===== src/rtl/pipe_pkg.sv =====
// Shared types and constants for the pipeline hazard controller.
// Used by pipe_hazard_ctrl and haz_match.
package pipe_pkg;

   localparam int REG_W = 5;

   typedef enum logic [1:0] {
      ST_RUN   = 2'd0,
      ST_DRAIN = 2'd1,
      ST_HALT  = 2'd2
   } state_e;

   typedef struct packed {
      logic             v;
      logic [REG_W-1:0] rd;
      logic             ld;
   } shadow_t;

   localparam logic [1:0] FWD_RF  = 2'b00;
   localparam logic [1:0] FWD_EX  = 2'b01;
   localparam logic [1:0] FWD_MEM = 2'b10;
   localparam logic [1:0] FWD_WB  = 2'b11;

endpackage


===== src/rtl/pipe_hazard_ctrl_haz_match.sv =====
// One source operand compared against the EX/MEM/WB shadow entries.
// Register 0 never matches; the youngest matching entry picks the bypass.
module haz_match
   import pipe_pkg::*;
(
   input  logic [REG_W-1:0] src_i,
   input  shadow_t          ex_i,
   input  shadow_t          mem_i,
   input  shadow_t          wb_i,
   output logic             hit_o,
   output logic             ld_hit_o,
   output logic [1:0]       fwd_o
);

   logic nz;
   logic m_ex;
   logic m_mem;
   logic m_wb;
   logic unused_ld;

   assign nz    = |src_i;
   assign m_ex  = nz & ex_i.v  & (ex_i.rd  == src_i);
   assign m_mem = nz & mem_i.v & (mem_i.rd == src_i);
   assign m_wb  = nz & wb_i.v  & (wb_i.rd  == src_i);

   assign hit_o     = m_ex | m_mem | m_wb;
   assign ld_hit_o  = m_ex & ex_i.ld;
   assign unused_ld = mem_i.ld ^ wb_i.ld;

   always_comb begin
      fwd_o = FWD_RF;
      if (m_ex) begin
         fwd_o = FWD_EX;
      end else if (m_mem) begin
         fwd_o = FWD_MEM;
      end else if (m_wb) begin
         fwd_o = FWD_WB;
      end
   end

endmodule


===== src/rtl/pipe_hazard_ctrl.sv =====
// Pipeline interlock, branch flush and HLT drain controller.
// Define HAZ_FWD_EN for load-use-only stalls plus fwd_a/fwd_b bypass selects.
module pipe_hazard_ctrl
   import pipe_pkg::*;
#(
   parameter int STALL_CNT_W = 16
)
(
   input  logic                   clk1,
   input  logic                   rst,
   input  logic                   id_valid,
   input  logic [REG_W-1:0]       id_rs,
   input  logic [REG_W-1:0]       id_rt,
   input  logic                   id_use_rs,
   input  logic                   id_use_rt,
   input  logic                   id_wr_en,
   input  logic [REG_W-1:0]       id_rd,
   input  logic                   id_is_load,
   input  logic                   id_is_hlt,
   input  logic                   ex_branch_taken,
   output logic                   stall,
   output logic                   bubble,
   output logic                   flush,
   output logic                   fetch_en,
   output logic                   halted,
   output logic [STALL_CNT_W-1:0] stall_cnt
`ifdef HAZ_FWD_EN
   ,
   output logic [1:0]             fwd_a,
   output logic [1:0]             fwd_b
`endif
);

   state_e                 state_q, state_d;
   shadow_t                ex_q, ex_d;
   shadow_t                mem_q;
   shadow_t                wb_q;
   logic [STALL_CNT_W-1:0] cnt_q, cnt_d;

   logic       hit_a, hit_b;
   logic       ldh_a, ldh_b;
   logic [1:0] sel_a, sel_b;
   logic       hazard;
   logic       run;
   logic       issue;

   haz_match u_rs (
      .src_i    (id_rs),
      .ex_i     (ex_q),
      .mem_i    (mem_q),
      .wb_i     (wb_q),
      .hit_o    (hit_a),
      .ld_hit_o (ldh_a),
      .fwd_o    (sel_a)
   );

   haz_match u_rt (
      .src_i    (id_rt),
      .ex_i     (ex_q),
      .mem_i    (mem_q),
      .wb_i     (wb_q),
      .hit_o    (hit_b),
      .ld_hit_o (ldh_b),
      .fwd_o    (sel_b)
   );

`ifdef HAZ_FWD_EN
   logic unused_hit;
   assign unused_hit = hit_a ^ hit_b;
   assign hazard = (id_use_rs & ldh_a) | (id_use_rt & ldh_b);
   assign fwd_a  = (issue & id_use_rs) ? sel_a : FWD_RF;
   assign fwd_b  = (issue & id_use_rt) ? sel_b : FWD_RF;
`else
   logic unused_fwd;
   assign unused_fwd = ^{ldh_a, ldh_b, sel_a, sel_b};
   assign hazard = (id_use_rs & hit_a) | (id_use_rt & hit_b);
`endif

   // Reset forces the idle output pattern combinationally.
   assign run      = ~rst & (state_q == ST_RUN);
   assign issue    = run & id_valid & ~hazard & ~ex_branch_taken;
   assign stall    = run & id_valid & hazard & ~ex_branch_taken;
   assign bubble   = ~issue;
   assign flush    = run & ex_branch_taken;
   assign fetch_en = run & ~stall;
   assign halted   = ~rst & (state_q == ST_HALT);
   assign stall_cnt = rst ? '0 : cnt_q;

   always_comb begin
      ex_d = '0;
      if (issue && id_wr_en && (id_rd != '0)) begin
         ex_d.v  = 1'b1;
         ex_d.rd = id_rd;
         ex_d.ld = id_is_load;
      end
   end

   always_comb begin
      cnt_d = cnt_q;
      if (stall && !(&cnt_q)) begin
         cnt_d = cnt_q + 1'b1;
      end
   end

   always_comb begin
      state_d = state_q;
      unique case (state_q)
         ST_RUN: begin
            if (issue && id_is_hlt) state_d = ST_DRAIN;
         end
         ST_DRAIN: begin
            if (!(ex_q.v || mem_q.v || wb_q.v)) state_d = ST_HALT;
         end
         ST_HALT: state_d = ST_HALT;
         default: state_d = ST_RUN;
      endcase
   end

   always_ff @(posedge clk1) begin
      if (rst) begin
         state_q <= ST_RUN;
         ex_q    <= '0;
         mem_q   <= '0;
         wb_q    <= '0;
         cnt_q   <= '0;
      end else begin
         state_q <= state_d;
         ex_q    <= ex_d;
         mem_q   <= ex_q;
         wb_q    <= mem_q;
         cnt_q   <= cnt_d;
      end
   end

endmodule


===== config.mk =====
export PLATFORM = sky130hd
export DESIGN_NAME = pipe_hazard_ctrl
export DESIGN_NICKNAME = d
export VERILOG_FILES = /design/src/rtl/pipe_pkg.sv /design/src/rtl/pipe_hazard_ctrl_haz_match.sv /design/src/rtl/pipe_hazard_ctrl.sv
export SDC_FILE = /design/constraint.sdc
export NUM_CORES = 1
export LEC_CHECK = 0
export ABC_AREA = 0
export BUFFER_PORTS_ARGS = -buffer_cell sky130_fd_sc_hd__buf_4
export CELL_PAD_IN_SITES_DETAIL_PLACEMENT = 1
export CELL_PAD_IN_SITES_GLOBAL_PLACEMENT = 2
export CORE_MARGIN = 10
export CORE_UTILIZATION = 35
export DETAILED_ROUTE_END_ITERATION = 8
export GPL_TIMING_DRIVEN = 0
export MAX_ROUTING_LAYER = met4
export PLACE_DENSITY = 0.94
export SLEW_MARGIN = 20
export SYNTH_ARGS = -nofsm -noshare
export SYNTH_HDL_FRONTEND = slang
export SYNTH_SLANG_ARGS = --single-unit

===== constraint.sdc =====
create_clock -name clk1 -period 5.3 [get_ports clk1]
set_input_delay 0 -clock clk1 [delete_from_list [all_inputs] [get_ports clk1]]
set_output_delay 0 -clock clk1 [all_outputs]
set_load 0.02 [all_outputs]

Word-level counts from Yosys, hierarchy flattened
Cells that the tools add are included.
Widths: inputs -> output; s select.
{"block": "word_totals", "ff_bits": 36, "in_bits": 24, "output_inout_bits": 21}
{"block": "classes", "addsub": 1, "eq_ne": 10, "n_mux": 5, "n_bitwise": 34, "n_reduce_logical": 14}
{"op": "$eq 5x5->1", "count": 6}
{"op": "$and 1x1->1", "count": 23}
{"op": "$add 16x1->16 const B", "count": 1}
{"op": "$mux 16", "count": 1}
{"op": "$reduce_and 16->1", "count": 1}
{"op": "$reduce_or 5->1", "count": 2}
{"op": "$mux 7", "count": 1}
{"op": "$not 1->1", "count": 6}
{"op": "$pmux 2 s3", "count": 1}
{"op": "$or 1x1->1", "count": 5}
{"op": "$reduce_bool 5->1", "count": 1}
{"op": "$logic_and 1x1->1", "count": 4}
{"op": "$mux 2", "count": 2}
{"op": "$eq 2x1->1 const B", "count": 1}
{"op": "$eq 2x2->1 const B", "count": 1}
{"op": "$logic_not 2->1", "count": 1}
{"op": "$logic_or 1x1->1", "count": 2}
{"op": "$ne 2x1->1 const B", "count": 1}
{"op": "$ne 2x2->1 const B", "count": 1}
{"op": "$reduce_and 2->1", "count": 1}
{"op": "$reduce_or 2->1", "count": 1}
{"op": "$logic_not 1->1", "count": 1}

Logic depth before layout (Yosys ltp)
{"block": "logic_depth", "depth_word": 14, "ltp_mapped": 9, "mapped_depth_nobuf": 8}

Hierarchy
Synthesis repeated with hierarchy kept, for this count alone.
{"block": "hier_totals", "cells_unflattened": 240, "area_unflattened_um2": 2157.1}
{"mod": "pipe_hazard_ctrl", "n_inst": 1, "cells_each": 178, "area_each_um2": 1684.1, "seq_area_each_um2": 780.7}
{"mod": "haz_match", "n_inst": 2, "cells_each": 31, "area_each_um2": 236.5, "seq_area_each_um2": 0.0}

Least setup slack after synthesis
No wires, ideal clock.
{"block": "synth_path", "path_type": "register to register", "start": "register state_q[0]", "end": "register cnt_q[8]", "setup_time_ns": 0.121, "arrival_ns": 2.038, "t_required_ns": 5.179, "setup_slack_ns": 3.140, "path_stages_with_launch": 10, "synth_period_minus_slack_ns": 2.160, "path_cell_list": "dfxtp_1 > inv_1 > ha_1 > inv_1 > or4b_4 > nor3_2 > a22oi_4 > buf_8 > nor3_2 > mux2_4"}
{"block": "synth_between", "elab_chain_cells": 6}
{"item": "start: declaration", "line": "pipe_hazard_ctrl.sv:34", "rtl": "state_e state_q, state_d;"}
{"item": "start signal: assignment", "line": "pipe_hazard_ctrl.sv:127", "rtl": "state_q <= state_d;"}
{"item": "$logic_not 2->1", "line": "pipe_hazard_ctrl.sv:80", "rtl": "assign run = ~rst & (state_q == ST_RUN);"}
{"item": "$and 1x1->1", "line": "pipe_hazard_ctrl.sv:80"}
{"item": "$and 1x1->1 (3 in a row)", "line": "pipe_hazard_ctrl.sv:82", "rtl": "assign stall = run & id_valid & hazard & ~ex_branch_taken;"}
{"item": "$logic_and 1x1->1", "line": "pipe_hazard_ctrl.sv:100", "rtl": "if (stall && !(&cnt_q)) begin"}
{"item": "end signal: assignment", "line": "pipe_hazard_ctrl.sv:131", "rtl": "cnt_q <= cnt_d;"}
{"item": "end: declaration", "line": "pipe_hazard_ctrl.sv:38", "rtl": "logic [STALL_CNT_W-1:0] cnt_q, cnt_d;"}
Every way passes these cells.
A chain may end at the register's enable or synchronous reset.

Final worst setup path
{"block": "layout_path", "start": "register mem_q[4] in the netlist's numbering", "end": "register ex_q[6] in the netlist's numbering"}
{"block": "layout_between", "elab_chain_cells": 12, "word_cells_on_any_way": 17}
{"item": "start: declaration", "line": "pipe_hazard_ctrl.sv:36", "rtl": "shadow_t mem_q;"}
{"item": "start signal: assignment", "line": "pipe_hazard_ctrl.sv:129", "rtl": "mem_q <= ex_q;"}
{"item": "$eq 5x5->1", "line": "pipe_hazard_ctrl_haz_match.sv:23", "rtl": "assign m_mem = nz & mem_i.v & (mem_i.rd == src_i);"}
{"item": "$and 1x1->1", "line": "pipe_hazard_ctrl_haz_match.sv:23"}
{"item": "$or 1x1->1 (2 in a row)", "line": "pipe_hazard_ctrl_haz_match.sv:26", "rtl": "assign hit_o = m_ex | m_mem | m_wb;"}
{"item": "$and 1x1->1", "line": "pipe_hazard_ctrl.sv:76", "rtl": "assign hazard = (id_use_rs & hit_a) | (id_use_rt & hit_b);"}
{"item": "$or 1x1->1 *", "line": "pipe_hazard_ctrl.sv:76"}
{"item": "$not 1->1 *", "line": "pipe_hazard_ctrl.sv:81", "rtl": "assign issue = run & id_valid & ~hazard & ~ex_branch_taken;"}
{"item": "$and 1x1->1 * (2 in a row)", "line": "pipe_hazard_ctrl.sv:81"}
{"item": "$logic_and 1x1->1 * (2 in a row)", "line": "pipe_hazard_ctrl.sv:91", "rtl": "if (issue && id_wr_en && (id_rd != '0)) begin"}
{"item": "$mux 7 *", "line": "pipe_hazard_ctrl.sv:91"}
{"item": "end signal: assignment", "line": "pipe_hazard_ctrl.sv:122", "rtl": "ex_q <= '0;"}
{"item": "end signal: assignment", "line": "pipe_hazard_ctrl.sv:128", "rtl": "ex_q <= ex_d;"}
{"item": "end: declaration", "line": "pipe_hazard_ctrl.sv:35", "rtl": "shadow_t ex_q, ex_d;"}
Mark *: on every way between the ends. The rest lies on a longest branch, timed or not.

==> results.yml <==
synth:
  ys_async_sr_fraction_pct: 0
  synth-edff-count: 0
  synth_seq_cells: 36
  syn_nets: 252
  netlist_area_um2: 2048
  ys_types: 37
  synth_ff_type: "dfxtp_1"
  yosysWarnings: 0
  yosysSeqAreaShare_pct: 35.19
  syn_avg_cell_area_um2: 9.185
  synthCells: 223
place:
  pre_cts_ws_ps: 2948
  dpl_cell_area_um2: 2461
  io_buffers: 43
  hpwl_um: 4385
  gp_congestion: 0.7881
  dpl.cell_count: 338
critical_path:
  reg2reg_depth: 7
  timing.rr.start: "mem_q[4]"
  cp-start-kind: "register"
  critPathLaunch: "mem_q[4]"
  rr_endpoint: "ex_q[6]"
  endpoint: "ex_q[6]"
  critPathBufInv: 1
  slowest_delay_ps: 590
  setup.worst_path.end_class: "register"
  cp_max_fo: 6
  cp_slowest_cell: "dlygate4sd3_1"
  regToRegSetupSlack_ps: 2760
  crit_family: "simple AND/OR/NAND/NOR gates"
  path_class: "register to register"
  arrival_ps: 2770
  worst-path-stages: 7
  crit_chain: "xor2_1 -> nor4_1 -> and3_1 -> o31ai_1 -> nand3_1 -> nor4b_4 -> dlygate4sd3_1"
  required_ps: 5530
clock_tree:
  clockBufferDepth: 2
  clk_pin_slew_ps: 80
  cts_htree_levels: 2
  numCtsBuffers: 5
  clk-insertion-delay-late_ps: 290
  cts-root-buf: "clkbuf_8"
  cts_tree: "yes"
  cts.sinks: 36
  post_cts_resized: 0
routing:
  ant_nets: 0
  drcViolationCount: 0
  drt-initial-drc-count: 71
  via_count: 1742
  via_per_inst: 4.935
  first_pass_iters: 4
  wl_um: 5631
  wl_per_cell_um: 15.95
floorplan:
  row_count: 27
  die_area_um2: 9312
  coreArea_um2: 5608
  die_x_um: 96.50
  start_util_pct: 36.52
  fp.dieH_um: 96.50
  pin_count: 45
timing:
  rsz0062_at_grt: "no"
  fmaxAchievable_ghz: 0.3936
  worst_pin_slew_ps: 507.1
  maxSlewViolCount: 0
  hold_ws_ps: 130.2
  worst_clock_skew_ps: 10.25
  setup_tns_ps: 0
  setup_viol: 0
  timing.final.crit_share_pct: 47.94
  worst_slack_ps: 2759
  maxSlewHeadroom_pct: 66.19
  min_period_ps: 2541
  hold_violations: 0
finish:
  postLayoutCellArea_um2: 2643
  syn2layout_area_growth_pct: 29.02
  final_nets: 309
  final_core_util_pct: 47.12
  finalNonFillerCells: 353
  layout-drive-gt1-share_pct: 24.91
  diodes: 0
grt:
  grt_max_degree: 13
  grt.total_usage_pct: 12.90
  grt_antenna_before_repair: 0
  grt_pass1_vias: 1877
  grt_pass1_wl_um: 9183
  grt.overflow.total: 0
worst_hold_path:
  whs_path_depth: 3
  hold_class: "input pin to register"
  min_from: "id_wr_en"
run_status:
  status: "completed"
power:
  power_uw: 628.4
  power_density_nw_per_um2: 237.8
  peakVddDrop_mv: 0.1395
  leakagePower_nw: 1.174
job:
  maxCapViolCount: 0
## sequential cells by signal, indices dropped and copies added (netlist names)
name     flops
ex_q         6
state_q      2
wb_q         6
mem_q        6
cnt_q       16
## worst reg2reg max path: stages (launching register included)
cell and delay, ps:
dfxtp_1 380, xor2_1 180, nor4_1 90, and3_1 180, o31ai_1 450, nand3_1 260, nor4b_4 350, dlygate4sd3_1 590
## cells in the final DEF (no fill, tap or decap), drive strengths merged, types with 5 or more instances in the layout
master       instances
and3                 9
xnor2                6
xor2                25
or3                  6
dlygate4sd3          7
and2                 7
nor4                 6
clkbuf              10
nand2                6
nand3                5
buf                 45
nor2                15
ha                   5
mux2                 9
a21oi                6
inv                  7
nor2b               28
o21ai                6
nor3                12
dfxtp               36
## synthesized netlist by cell type, types with 2 or more instances
library cell | count | area share [%]
mux2_2 | 8 | 4.4
xnor2_1 | 6 | 2.6
nor2_1 | 15 | 2.7
mux2i_1 | 3 | 1.5
nor4_1 | 6 | 1.8
nand4_1 | 3 | 0.92
a21oi_1 | 6 | 1.5
and3_1 | 9 | 2.7
dfxtp_1 | 36 | 35
or4_1 | 3 | 1.1
ha_1 | 5 | 3.1
o21ai_0 | 4 | 0.98
nor3_2 | 3 | 1.5
o31ai_1 | 3 | 1.1
o21ai_1 | 2 | 0.49
and2_1 | 7 | 2.1
nand2_1 | 6 | 1.1
nor2b_1 | 28 | 8.6
xor2_1 | 25 | 11
nor3_1 | 9 | 2.2
or3_1 | 5 | 1.5
nand3_1 | 4 | 0.98
inv_1 | 7 | 1.3
nor3b_1 | 3 | 1.1
clkbuf_1 | 5 | 0.92
## cells by family (layout without fill, tap and decap cells)
family / after synthesis / in the layout / synth area share (%)
compound gates: 18 / 18 / 5.926
xor+xnor: 31 / 31 / 13.26
fa+ha+maj: 5 / 5 / 3.054
buf+inv: 14 / 72 / 3.482
flops: 36 / 36 / 35.19
mux: 12 / 12 / 6.597
simple gates: 107 / 107 / 32.50
## cell type report
cell class | count | area, um^2
clock buffers | 5 | 68.82
plain buffers | 7 | 45.04
multi-input cells | 173 | 1256
repair buffers | 50 | 392.9
clock inverters | 3 | 42.54
flip-flops and latches | 36 | 720.7
fillers | 665 | 2965
well taps | 72 | 90.09
inverters | 7 | 26.28
## routing by layer
metal,global-route usage [%],vias to the layer above,wire [um]
met5,-,-,0
met4,3.874,0,61
met3,2.699,5,192
met2,22.38,26,2883
met1,14.55,832,2494
li1,-,879,-
## where the power goes
part	switching (mW)	internal [mW]
Clock	0.107	0.139
Combinational	0.0547	0.0466
Sequential	0.00478	0.276
## what timing repair did
| action | in CTS | in global routing |
|---|---|---|
| endpoints found under the hold margin | 6 | 0 |
| hold buffers | 7 | 0 |
| buffers inserted | 0 | 0 |
## worst min path at each step
stage          slack [ps]       endpoint
2_1_floorplan          80  stall_cnt[15]
3_3_place_gp          210        ex_q[5]
3_5_place_dp          220        ex_q[4]
4_1_cts               120        ex_q[2]
5_1_grt               140        ex_q[2]
6_report              130        ex_q[2]
No activity file was read; power rests on OpenSTA's default activity.
